--- config.mk ---
export PLATFORM = sky130hd
export DESIGN_NAME = pipeline_control_sequencer
export DESIGN_NICKNAME = d
export VERILOG_FILES = /design/src/rtl/pipe_ctrl_pkg.sv /design/src/rtl/pipeline_control_sequencer_sat_counter.sv /design/src/rtl/pipeline_control_sequencer.sv
export SDC_FILE = /design/constraint.sdc
export NUM_CORES = 1
export LEC_CHECK = 0
export BUFFER_PORTS_ARGS = -buffer_cell sky130_fd_sc_hd__clkbuf_2
export CAP_MARGIN = 40
export CORE_MARGIN = 4
export CORE_UTILIZATION = 58
export DETAILED_ROUTE_END_ITERATION = 10
export MAX_ROUTING_LAYER = met4
export PLACE_DENSITY = 0.84
export SLEW_MARGIN = 20
export SYNTH_ARGS = -nofsm -noshare
export SYNTH_HDL_FRONTEND = slang
export SYNTH_HIERARCHICAL = 1
export SYNTH_SLANG_ARGS = --single-unit
export TNS_END_PERCENT = 10
--- constraint.sdc ---
create_clock -name clk -period 7.3 [get_ports clk]
set_input_delay 1.46 -clock clk [delete_from_list [all_inputs] [get_ports clk]]
set_output_delay 1.46 -clock clk [all_outputs]
set_load 0.03 [all_outputs]
--- src/rtl/pipe_ctrl_pkg.sv ---
// ============================================================================
// Module   : pipe_ctrl_pkg
// Brief    : Shared state encoding and stage-control bundle for the sequencer.
// Revision : 1.0
// ============================================================================
`default_nettype none

package pipe_ctrl_pkg;

  typedef enum logic [1:0] {
    RUN      = 2'd0,
    MEM_WAIT = 2'd1,
    HALT     = 2'd2
  } seqState_t;

  localparam int STAGE_CTL_W = 7;

  typedef struct packed {
    logic pcWrite;
    logic ifIdWrite;
    logic ifIdFlush;
    logic idExBubble;
    logic idExWrite;
    logic exMemWrite;
    logic memWbWrite;
  } stageCtl_t;

  function automatic stageCtl_t ctlFreeze();
    return '0;
  endfunction

  // Branch redirect beats load-use: the stalled instruction is on the wrong path.
  function automatic stageCtl_t ctlRun(input logic branchTaken, input logic loadUse);
    stageCtl_t c;
    c = '{pcWrite: 1'b1, ifIdWrite: 1'b1, ifIdFlush: 1'b0, idExBubble: 1'b0,
          idExWrite: 1'b1, exMemWrite: 1'b1, memWbWrite: 1'b1};
    if (branchTaken) begin
      c.ifIdFlush  = 1'b1;
      c.idExBubble = 1'b1;
    end else if (loadUse) begin
      c.pcWrite    = 1'b0;
      c.ifIdWrite  = 1'b0;
      c.idExBubble = 1'b1;
    end
    return c;
  endfunction

endpackage

`default_nettype wire

--- src/rtl/pipeline_control_sequencer_sat_counter.sv ---
// ============================================================================
// Module   : sat_counter
// Brief    : W-bit up-counter that sticks at all-ones; async reset, sync clear.
// Revision : 1.0
// ============================================================================
`default_nettype none

module sat_counter #(
  parameter int W = 32
) (
  input  logic         clk,
  input  logic         rst,
  input  logic         inc,
  input  logic         clr,
  output logic [W-1:0] q
);

  logic [W-1:0] r_count;

  always_ff @(posedge clk or posedge rst) begin
    if (rst) begin
      r_count <= '0;
    end else if (clr) begin
      r_count <= '0;
    end else if (inc && (r_count != {W{1'b1}})) begin
      r_count <= r_count + 1'b1;
    end
  end

  assign q = r_count;

endmodule

`default_nettype wire

--- src/rtl/pipeline_control_sequencer.sv ---
// ============================================================================
// Module   : pipeline_control_sequencer
// Brief    : Stall/flush sequencer merging load-use, branch, memory-wait and halt.
// Revision : 1.0
// ============================================================================
`default_nettype none

module pipeline_control_sequencer
  import pipe_ctrl_pkg::*;
#(
  parameter int MEM_TIMEOUT = 16,
  parameter int CNT_W       = 32
) (
  input  logic             clk,
  input  logic             rst,
  input  logic             load_use,
  input  logic             branch_taken,
  input  logic             mem_req,
  input  logic             mem_ready,
  input  logic             halt_req,
  output logic             pc_write,
  output logic             if_id_write,
  output logic             if_id_flush,
  output logic             id_ex_bubble,
  output logic             id_ex_write,
  output logic             ex_mem_write,
  output logic             mem_wb_write,
  output logic             halted,
  output logic             mem_err,
  output logic [CNT_W-1:0] stall_cycles
);

  localparam int WAIT_W = $clog2(MEM_TIMEOUT + 1);

  seqState_t   r_state;
  seqState_t   w_nextState;
  logic [WAIT_W-1:0] r_waitCnt;
  logic [WAIT_W-1:0] w_nextWaitCnt;
  logic        r_memErr;
  logic        w_setErr;
  logic        w_limitHit;
  logic        w_stallInc;
  stageCtl_t   w_ctl;
  stageCtl_t   w_ctlOut;

  // Counting in int keeps wait_cnt+1 from wrapping when WAIT_W is tight.
  assign w_limitHit = (int'(r_waitCnt) + 1) >= MEM_TIMEOUT;

  always_comb begin
    w_ctl         = ctlFreeze();
    w_nextState   = r_state;
    w_nextWaitCnt = r_waitCnt;
    w_setErr      = 1'b0;
    case (r_state)
      RUN: begin
        if (halt_req) begin
          w_nextState = HALT;
        end else if (mem_req && !mem_ready) begin
          w_nextState   = MEM_WAIT;
          w_nextWaitCnt = WAIT_W'(1);
        end else begin
          w_ctl = ctlRun(branch_taken, load_use);
        end
      end
      MEM_WAIT: begin
        if (mem_ready) begin
          w_ctl         = ctlRun(branch_taken, load_use);
          w_nextState   = RUN;
          w_nextWaitCnt = '0;
        end else if (w_limitHit) begin
          w_setErr    = 1'b1;
          w_nextState = HALT;
        end else begin
          w_nextWaitCnt = r_waitCnt + 1'b1;
        end
      end
      HALT: begin
        w_nextState = HALT;
      end
      default: begin
        w_nextState   = RUN;
        w_nextWaitCnt = '0;
      end
    endcase
  end

  always_ff @(posedge clk or posedge rst) begin
    if (rst) begin
      r_state   <= RUN;
      r_waitCnt <= '0;
      r_memErr  <= 1'b0;
    end else begin
      r_state   <= w_nextState;
      r_waitCnt <= w_nextWaitCnt;
      if (w_setErr) begin
        r_memErr <= 1'b1;
      end
    end
  end

  // State resets to RUN asynchronously, so the Mealy enables must be masked by rst.
  assign w_ctlOut   = rst ? ctlFreeze() : w_ctl;
  assign w_stallInc = !w_ctlOut.pcWrite && (r_state != HALT) && !rst;

  sat_counter #(
    .W (CNT_W)
  ) u_stallCnt (
    .clk (clk),
    .rst (rst),
    .inc (w_stallInc),
    .clr (1'b0),
    .q   (stall_cycles)
  );

  assign pc_write     = w_ctlOut.pcWrite;
  assign if_id_write  = w_ctlOut.ifIdWrite;
  assign if_id_flush  = w_ctlOut.ifIdFlush;
  assign id_ex_bubble = w_ctlOut.idExBubble;
  assign id_ex_write  = w_ctlOut.idExWrite;
  assign ex_mem_write = w_ctlOut.exMemWrite;
  assign mem_wb_write = w_ctlOut.memWbWrite;
  assign halted       = (r_state == HALT);
  assign mem_err      = r_memErr;

endmodule

`default_nettype wire
==> results.tsv <==
stage	metric	value	unit
run_status	status	complete, no violations	
yosys	Netlist Area Pre-Place	0.002255	mm2
clock_tree	clock buffer depth	2	
yosys	Post-synth EDFFs	0	
timing	Final Hold Vio Count	0	
min_path	Worst Hold Depth	1	
critical_path	Crit Reg-Reg Startpoint	r_state[0]	
timing	worst-margin pin slew	0.7855	ns
global_route	vias in the first global route	1983	
drt	Via density	6.185	
place	routability cong.	0.8185	
critical_path	Crit. Startpoint	halt_req	
min_path	hold wc startpoint	mem_err	
global_route	total gr overflow	0	
global_route	largest net degree at the start of global routing	33	
critical_path	CP delay by family, top	compound AO/OA/AOI/OAI gates	
clock_tree	CTS H-tree lvls	2	
critical_path	crit path DAT	2.35	ns
final_layout	Area growth syn-to-layout	17.81	%
final_layout	antenna fix cells	0	
clock_tree	clock sinks	40	
timing	Fmax	262.5	MHz
yosys	Mapped Avg Cell Area	9.203	um2
final_layout	layout cells sized above 1	22.82	%
floorplanning	core region area	0.003716	mm2
floorplanning	die footprint	0.004949	mm2
critical_path	R2R Path End	u_stallCnt/q[27]	
min_path	worst hold-check path type	flop to flop	
yosys	Synth warnings	6	
timing	Final Skew	0.005955	ns
critical_path	Worst path max stage delay	0.24	ns
floorplanning	Rows	22	
clock_tree	Worst-path clk slew	0.08	ns
min_path	hold endpoint	mem_err	
clock_tree	CTS Buf Count	5	
timing	# setup viols final	0	
clock_tree	Post-CTS Resized	0	
global_route	first-pass GRT wire length	8.976	mm
drt	Iteration-0 DRC Markers	170	
critical_path	Reg2Reg Setup Slack	4.26	ns
final_layout	Final Cell Area	0.002656	mm2
critical_path	CP Max Fanout	4	
global_route	routing usage on met1	27.70	%
timing	Worst slew margin	47.15	%
floorplanning	initial core utilization	60.67	%
clock_tree	hold_buf cts	0	
global_route	GR peak layer	met2	
place	post-place instance area	0.002530	mm2
floorplanning	Die X	70.35	um
yosys	area share of the leading cell type in the synthesized netlist	44.40	%
clock_tree	clk_lat worst skew	0.29	ns
drt	Final ANT Viol Nets	0	
clock_tree	postcts setup bufs	0	
yosys	Post-synth top flop	dfrtp_1	
clock_tree	root buffer cell	clkbuf_8	
clock_tree	CTS tree	done	
pwr	Leakage	1.148	nW
final_layout	Register Area	0.001001	mm2
global_route	grt met2 use	37.94	%
pwr	Design Power	0.0004457	W
critical_path	FF-to-FF path depth	10	
run	max-cap viol count	0	
critical_path	slowest CP cell	clkbuf_2	
floorplanning	io pins	48	
yosys	largest area contributor in the netlist	dfrtp_1	
final_layout	fillers	311	
critical_path	Worst Setup Start Kind	input port	
critical_path	Worst EP required	5.84	ns
yosys	share of synthesized flip-flops with an asynchronous set or reset	100.0	%
final_layout	area of the multi-input gates	0.001162	mm2
critical_path	CP Capture Type	output pin	
drt	Post-Route WL	5.326	mm
pwr	Max VDD drop	0.1195	mV
critical_path	cells along the critical path	clkbuf_2 > a211oi_1 > o21ai_1 > a21oi_1 > clkbuf_2	
floorplanning	die height	70.35	um
global_route	Overall Global Routing Usage	22.88	%
timing	Final TNS setup	0	ns
place	# port buffers	47	
yosys	sequential area share after synthesis	44.40	%
global_route	GR Util met3	5.180	%
drt	WL/cell	15.39	um
timing	tightest hold margin	0.4785	ns
yosys	Post-Syn Instances	245	
yosys	synth top area cells	dfrtp_1, a21oi_1, o31ai_1, or4_1, or3_1	
timing	Slew Limit Fails	0	
critical_path	cell mode on critical path	clkbuf_2	
final_layout	fin nets	306	
critical_path	kind of critical path	input port to output pin	
timing	Final period util	52.18	%
global_route	initial antenna violation count	0	
pwr	PwrDens	167.8	mW/mm2
yosys	Yosys reg bits	40	
drt	DRC viols	0	
timing	RSZ-0062 raised after global routing	no	
yosys	synth unique cells	51	
timing	Final Critical Period	3.809	ns
drt	TritonRoute pass-1 iters	4	
place	HPWL after DPL	3.724	mm
drt	vias	2140	
critical_path	Buffers & Inverters on Critical Path	2	
placed cells by master (no fill, tap or decap), types with 12 or more instances in the layout:
cell type / synthesis / final
clkbuf_2: 0 / 47
nand2_1: 15 / 15
o21ai_0: 12 / 12
inv_1: 12 / 12
nor2_1: 16 / 16
dfrtp_1: 40 / 40
or3_1: 12 / 12
o31ai_1: 15 / 15
a21oi_1: 33 / 33
or4_1: 14 / 14
cell families after synthesis:
kind of cell | after synthesis | share of synthesized area (%)
AO/OA/AOI/OAI | 79 | 22.92
XOR/XNOR | 3 | 1.166
adder cells (fa/ha/maj) | 2 | 1.110
buffers and inverters | 23 | 4.716
flip-flops | 40 | 44.40
multiplexers | 2 | 0.8879
other | 1 | 0.1663
AND/OR/NAND/NOR | 95 | 24.64
metrics by stage:
stage                     std cells  worst slack [ns]  utilization, %
after floorplan                 249             3.215               -
after global placement          337             3.388           67.98
after detailed placement        338             3.223           68.08
after CTS                       346             3.480           71.48
after global routing            346             3.233           71.48
final                           346             3.491           71.48
registers in the layout (all words and copies together) (netlist names):
register      flops
r_state           2
r_waitCnt         5
mem_err           1
u_stallCnt/q     32
power breakdown:
part | leakage, nW | switching [W] | internal (W)
Combinational | 0.534 | 0.0000133 | 0.00000551
Sequential | 0.549 | 0.00000361 | 0.000224
Clock | 0.0645 | 0.0000791 | 0.000121
Total | 1.15 | 0.0000960 | 0.000350
worst max-delay path by stage:
| stage | endpoint | slack, ns | cells past startpoint |
|---|---|---|---|
| floorplan | pc_write | 3.21 | 4 |
| global placement | u_stallCnt/q[27] | 3.39 | 10 |
| detailed placement | u_stallCnt/q[27] | 3.22 | 10 |
| CTS | pc_write | 3.48 | 5 |
| global route | u_stallCnt/q[25] | 3.23 | 10 |
| finish | pc_write | 3.49 | 5 |
routing by layer:
metal / wire length [um] / vias up
li1: - / 1043
met1: 2243 / 1023
met2: 2701 / 67
met3: 310 / 7
met4: 70 / 0
met5: 0 / -
area by class of cell:
type	count	share of cell area, %
clock buffer	7	3.627
clock inverter	1	1.130
inverter	14	1.978
multi-input combinational	186	43.76
sequential	40	37.68
tap	48	2.261
timing repair buffer	50	9.562
cells in the mapped netlist (2+ instances only):
cell and n:
a211oi_1 2, a21oi_1 33, and3_1 3, and4_1 4, buf_4 3, clkbuf_1 4
dfrtp_1 40, ha_1 2, inv_1 12, inv_2 2, mux2i_1 2, nand2_1 15
nand3_1 10, nand4_1 6, nor2_1 16, nor2b_1 3, nor4_1 3, o21ai_0 12
o21ai_1 2, o31ai_1 15, or3_1 12, or4_1 14, xnor2_1 2
(Power assumes the default switching activity.)
